<file path="src/rtl/ram_arbiter.sv">
// Round-robin arbiter that shares one single-port synchronous RAM between an
// instruction-fetch port (A) and a data port (B), one access every four cycles.
module ram_arbiter #(
  parameter int BITS    = 32,
  parameter int RAMSIZE = 512,
  parameter int ADDR    = $clog2(RAMSIZE)
) (
  input  logic            clk,
  input  logic            rst_n,
  input  logic            a_req,
  input  logic            a_we,
  input  logic [ADDR-1:0] a_addr,
  input  logic [BITS-1:0] a_wdata,
  output logic            a_ack,
  output logic [BITS-1:0] a_rdata,
  input  logic            b_req,
  input  logic            b_we,
  input  logic [ADDR-1:0] b_addr,
  input  logic [BITS-1:0] b_wdata,
  output logic            b_ack,
  output logic [BITS-1:0] b_rdata,
  output logic            busy,
  output logic            ram_read,
  output logic            ram_write,
  output logic [ADDR-1:0] ram_addr,
  output logic [BITS-1:0] ram_din,
  input  logic [BITS-1:0] ram_dout
);

  typedef enum logic [1:0] {IDLE, ACCESS, WAIT, DONE} state_t;

  state_t state;
  logic   gnt;
  logic   last;
  logic   op_we;
  logic   pick_b;

  // B wins when it requests alone, or on a tie when A held the previous grant.
  always_comb pick_b = b_req & (~a_req | ~last);

  always_ff @(posedge clk or negedge rst_n) begin
    if (!rst_n) begin
      state     <= IDLE;
      gnt       <= 1'b0;
      last      <= 1'b1;
      op_we     <= 1'b0;
      busy      <= 1'b0;
      ram_read  <= 1'b0;
      ram_write <= 1'b0;
      ram_addr  <= '0;
      ram_din   <= '0;
      a_ack     <= 1'b0;
      b_ack     <= 1'b0;
      a_rdata   <= '0;
      b_rdata   <= '0;
    end else begin
      case (state)
        IDLE: begin
          if (a_req || b_req) begin
            gnt       <= pick_b;
            last      <= pick_b;
            op_we     <= pick_b ? b_we : a_we;
            ram_addr  <= pick_b ? b_addr : a_addr;
            ram_din   <= pick_b ? b_wdata : a_wdata;
            ram_write <= pick_b ? b_we : a_we;
            ram_read  <= pick_b ? ~b_we : ~a_we;
            busy      <= 1'b1;
            state     <= ACCESS;
          end
        end
        ACCESS: begin
          ram_read  <= 1'b0;
          ram_write <= 1'b0;
          state     <= WAIT;
        end
        WAIT: begin
          // ram_dout now holds the word addressed during ACCESS.
          if (!op_we) begin
            if (gnt) b_rdata <= ram_dout;
            else     a_rdata <= ram_dout;
          end
          a_ack <= ~gnt;
          b_ack <= gnt;
          state <= DONE;
        end
        DONE: begin
          a_ack <= 1'b0;
          b_ack <= 1'b0;
          busy  <= 1'b0;
          state <= IDLE;
        end
        default: state <= IDLE;
      endcase
    end
  end

endmodule

</file>
<file path="config.mk">
export PLATFORM = sky130hd
export DESIGN_NAME = ram_arbiter
export DESIGN_NICKNAME = d
export VERILOG_FILES = /design/src/rtl/ram_arbiter.sv
export SDC_FILE = /design/constraint.sdc
export NUM_CORES = 1
export LEC_CHECK = 0
export CORE_MARGIN = 2
export CORE_UTILIZATION = 37
export DETAILED_ROUTE_END_ITERATION = 6
export GPL_TIMING_DRIVEN = 0
export PLACE_DENSITY = 0.77
export SLEW_MARGIN = 0
export SYNTH_ARGS = -nofsm -noshare
export SYNTH_HDL_FRONTEND = slang
export SYNTH_SLANG_ARGS = --single-unit
</file>
<file path="constraint.sdc">
create_clock -name clk -period 1.7 [get_ports clk]
set_input_delay 0.17 -clock clk [delete_from_list [all_inputs] [get_ports clk]]
set_output_delay 0.17 -clock clk [all_outputs]
set_load 0.03 [all_outputs]
</file>
==> impl_metrics.env <==
export IMPL_p_leak_nw=3.43
export IMPL_n_fill_cell=1024
export IMPL_finalNetCount=789
export IMPL_worstSetupStartpointType="flop"
export IMPL_fin_skew_ns=0.00573
export IMPL_grtUsageTotal_pct=20.8
export IMPL_crit_slowest_cell="clkdlybuf4s50_1"
export IMPL_multi_input_area_um2=1760
export IMPL_grt_pass1_wl_um=22600
export IMPL_setup_violations=0
export IMPL_final_cell_mix="224 x clkdlybuf4s50_1, 113 x dfrtp_1, 83 x a21oi_1"
export IMPL_cts_root_buf="clkbuf_16"
export IMPL_synthCells=408
export IMPL_die_area_um2=13800
export IMPL_tritoncts="done"
export IMPL_place_hpwl_um=10400
export IMPL_tightest_slew_ns=0.484
export IMPL_slew_viol_final=0
export IMPL_drt_first_pass_iters=6
export IMPL_yosysWarnings=0
export IMPL_antenna_found_initial=0
export IMPL_cp_slowest_stage_delay_ns=0.69
export IMPL_via_count=4097
export IMPL_cp_required_ns=1.53
export IMPL_grt_max_degree=86
export IMPL_io_buffers=227
export IMPL_synth_seq_cells=115
export IMPL_num_rows=41
export IMPL_fmax_mhz=609
export IMPL_place_ws_ns=-0.228
export IMPL_synth_top_cell_by_area="dfrtp_1"
export IMPL_tns_ns=0
export IMPL_syn_nets=533
export IMPL_path_cells="clkdlybuf4s50_1"
export IMPL_crit_arrival_ns=1.47
export IMPL_overflow=0
export IMPL_antenna_cells=0
export IMPL_synth_top_cell_area_share_pct=59.8
export IMPL_relSlewSlack_pct=67.8
export IMPL_finalHoldViolCount=0
export IMPL_clock_latency_ns=0.41
export IMPL_period_needed_ns=1.64
export IMPL_grt_pass1_vias=4459
export IMPL_drv_cap=0
export IMPL_fin_crit_sh_pct=96.6
export IMPL_remaining_drc_errors=0
export IMPL_status="finished clean"
export IMPL_initial_core_util_pct=37.8
export IMPL_clockBufferDepth=2
export IMPL_cts_htree_levels=4
export IMPL_ys_top_cells_by_area="dfrtp_1 60%, mux2_2 15%, a21oi_1 8.8%, nor2_1 3.5%, nand2_1 3.4%"
export IMPL_regArea_um2=2880
export IMPL_critPathMaxFanout=2
export IMPL_syn_avg_cell_area_um2=11.7
export IMPL_wirelength_um=14100
export IMPL_power_density_nw_per_um2=2200
export IMPL_area_delta_synth_final_pct=69.4
export IMPL_avgRoutedWirePerCell_um=16.6
export IMPL_postRouteAntennaNets=0
export IMPL_drive_above_1_share_pct=20.2
export IMPL_syn_area_um2=4770
export IMPL_ios=230
export IMPL_crit_path_end_kind="output pin"
export IMPL_die_x_um=118
export IMPL_ys_seq_area_share_pct=60.4
export IMPL_via_per_inst=4.83
export IMPL_first_iter_violations=153
export IMPL_cts_buffers=17
export IMPL_holdWs_ns=0.141
export IMPL_crit_family="buffers and inverters"
export IMPL_cp_num_buf_inv=1
export IMPL_die_h_um=118
export IMPL_final_common_cell="clkdlybuf4s50_1"
export IMPL_clkSinkCount=115
export IMPL_worst_slack_ns=0.0583
export IMPL_core_area_um2=12600
export IMPL_ys_types=27
export IMPL_r2r_setup_slack_ns=0.06
export IMPL_critical_path_class="flop to output pin"
export IMPL_ir_worst_vdd_mv=1.08
export IMPL_gp_congestion=0.791
export IMPL_clk_pin_slew_ns=0.05
export IMPL_min_delay_path_class="input port to flop"
area by class of cell:
type	instances	area share (%)
tap	172	2.67
clock inverter	8	1.52
sequential	115	35.7
inverter	4	0.186
timing repair buffer	238	29.6
buffer	25	2.42
clock buffer	24	6.21
multi-input combinational	263	21.8
state kept, by name, summed over array words and instances, names as in the netlist, 2 cells and up:
signal / cells
a_rdata: 32
b_rdata: 32
ram_addr: 9
ram_din: 32
state: 2
cell usage after synthesis, drive strengths merged:
| cell | count |
|---|---|
| a21bo | 2 |
| a21boi | 1 |
| a21oi | 84 |
| a31oi | 1 |
| buf | 22 |
| clkbuf | 4 |
| dfrtp | 114 |
| dfstp | 1 |
| ha | 5 |
| inv | 4 |
| mux2 | 65 |
| mux2i | 3 |
| nand2 | 43 |
| nand3b | 1 |
| nor2 | 45 |
| nor3 | 1 |
| nor3b | 2 |
| o21a | 1 |
| o21ai | 7 |
| o311ai | 1 |
| o31ai | 1 |
worst reg2reg max path, cell delays in order (launching register included):
cell,delay [ns]
dfrtp_2,0.45
inv_2,0.09
ha_1,0.16
buf_4,0.17
nor3b_4,0.29
mux2_2,0.37
power by group:
| part | total, mW | internal, mW | switching (mW) |
|---|---|---|---|
| clock network | 3.68 | 2.49 | 1.19 |
| registers | 4.96 | 4.17 | 0.799 |
| logic | 9.12 | 4.14 | 4.99 |
metal layers:
layer	wire length [µm]	GRT usage, %	share of wire, %	vias to the layer above
met1	5670	23.5	40	1990
li1	-	-	-	1905
met3	1120	7.99	7.9	22
met2	7010	35.7	50	180
met4	257	7.98	1.8	0
met5	0	0	0	-
path summary, 6_finish.rpt:
check,startpoint,endpoint,cells past startpoint
setup / recovery,ram_din[8],ram_din[8],1
hold / removal,b_req,last,3
setup reg to reg,state[1],state[1],5
hold reg to reg,a_rdata[5],a_rdata[5],1
max in group asynchronous,rst_n,last,3
min in group asynchronous,rst_n,b_rdata[15],2
through the flow:
step	area, µm²	power [mW]	util (%)	instances
finish	8070	17.8	64.0	849
detailed placement	7280	13.9	57.7	808
global route	8070	18.7	64.0	849
CTS	7980	17.8	63.3	842
floorplan	4770	10.0	-	408
global placement	7250	13.6	57.5	807
kinds of logic (layout without fill, tap and decap cells):
kind of cell               count (synthesis)  after routing  synth area share [%]
AOI/OAI and AO/OA                         98             98                  11.1
muxes                                     68             68                  16.0
DFF                                      115            115                  60.4
and+or+nand+nor                           92             92                  7.85
adders and majority gates                  5              5                  1.31
buffers and inverters                     30            299                  3.39
repair_timing:
action | CTS | global route
setup endpoints to repair | 103 | 102
hold buffers | 2 | 0
buffers inserted | 1 | 7
gates resized for setup | 18 | 13
hold endpoints to repair | 31 | 0
No activity file was read; power rests on OpenSTA's default activity.
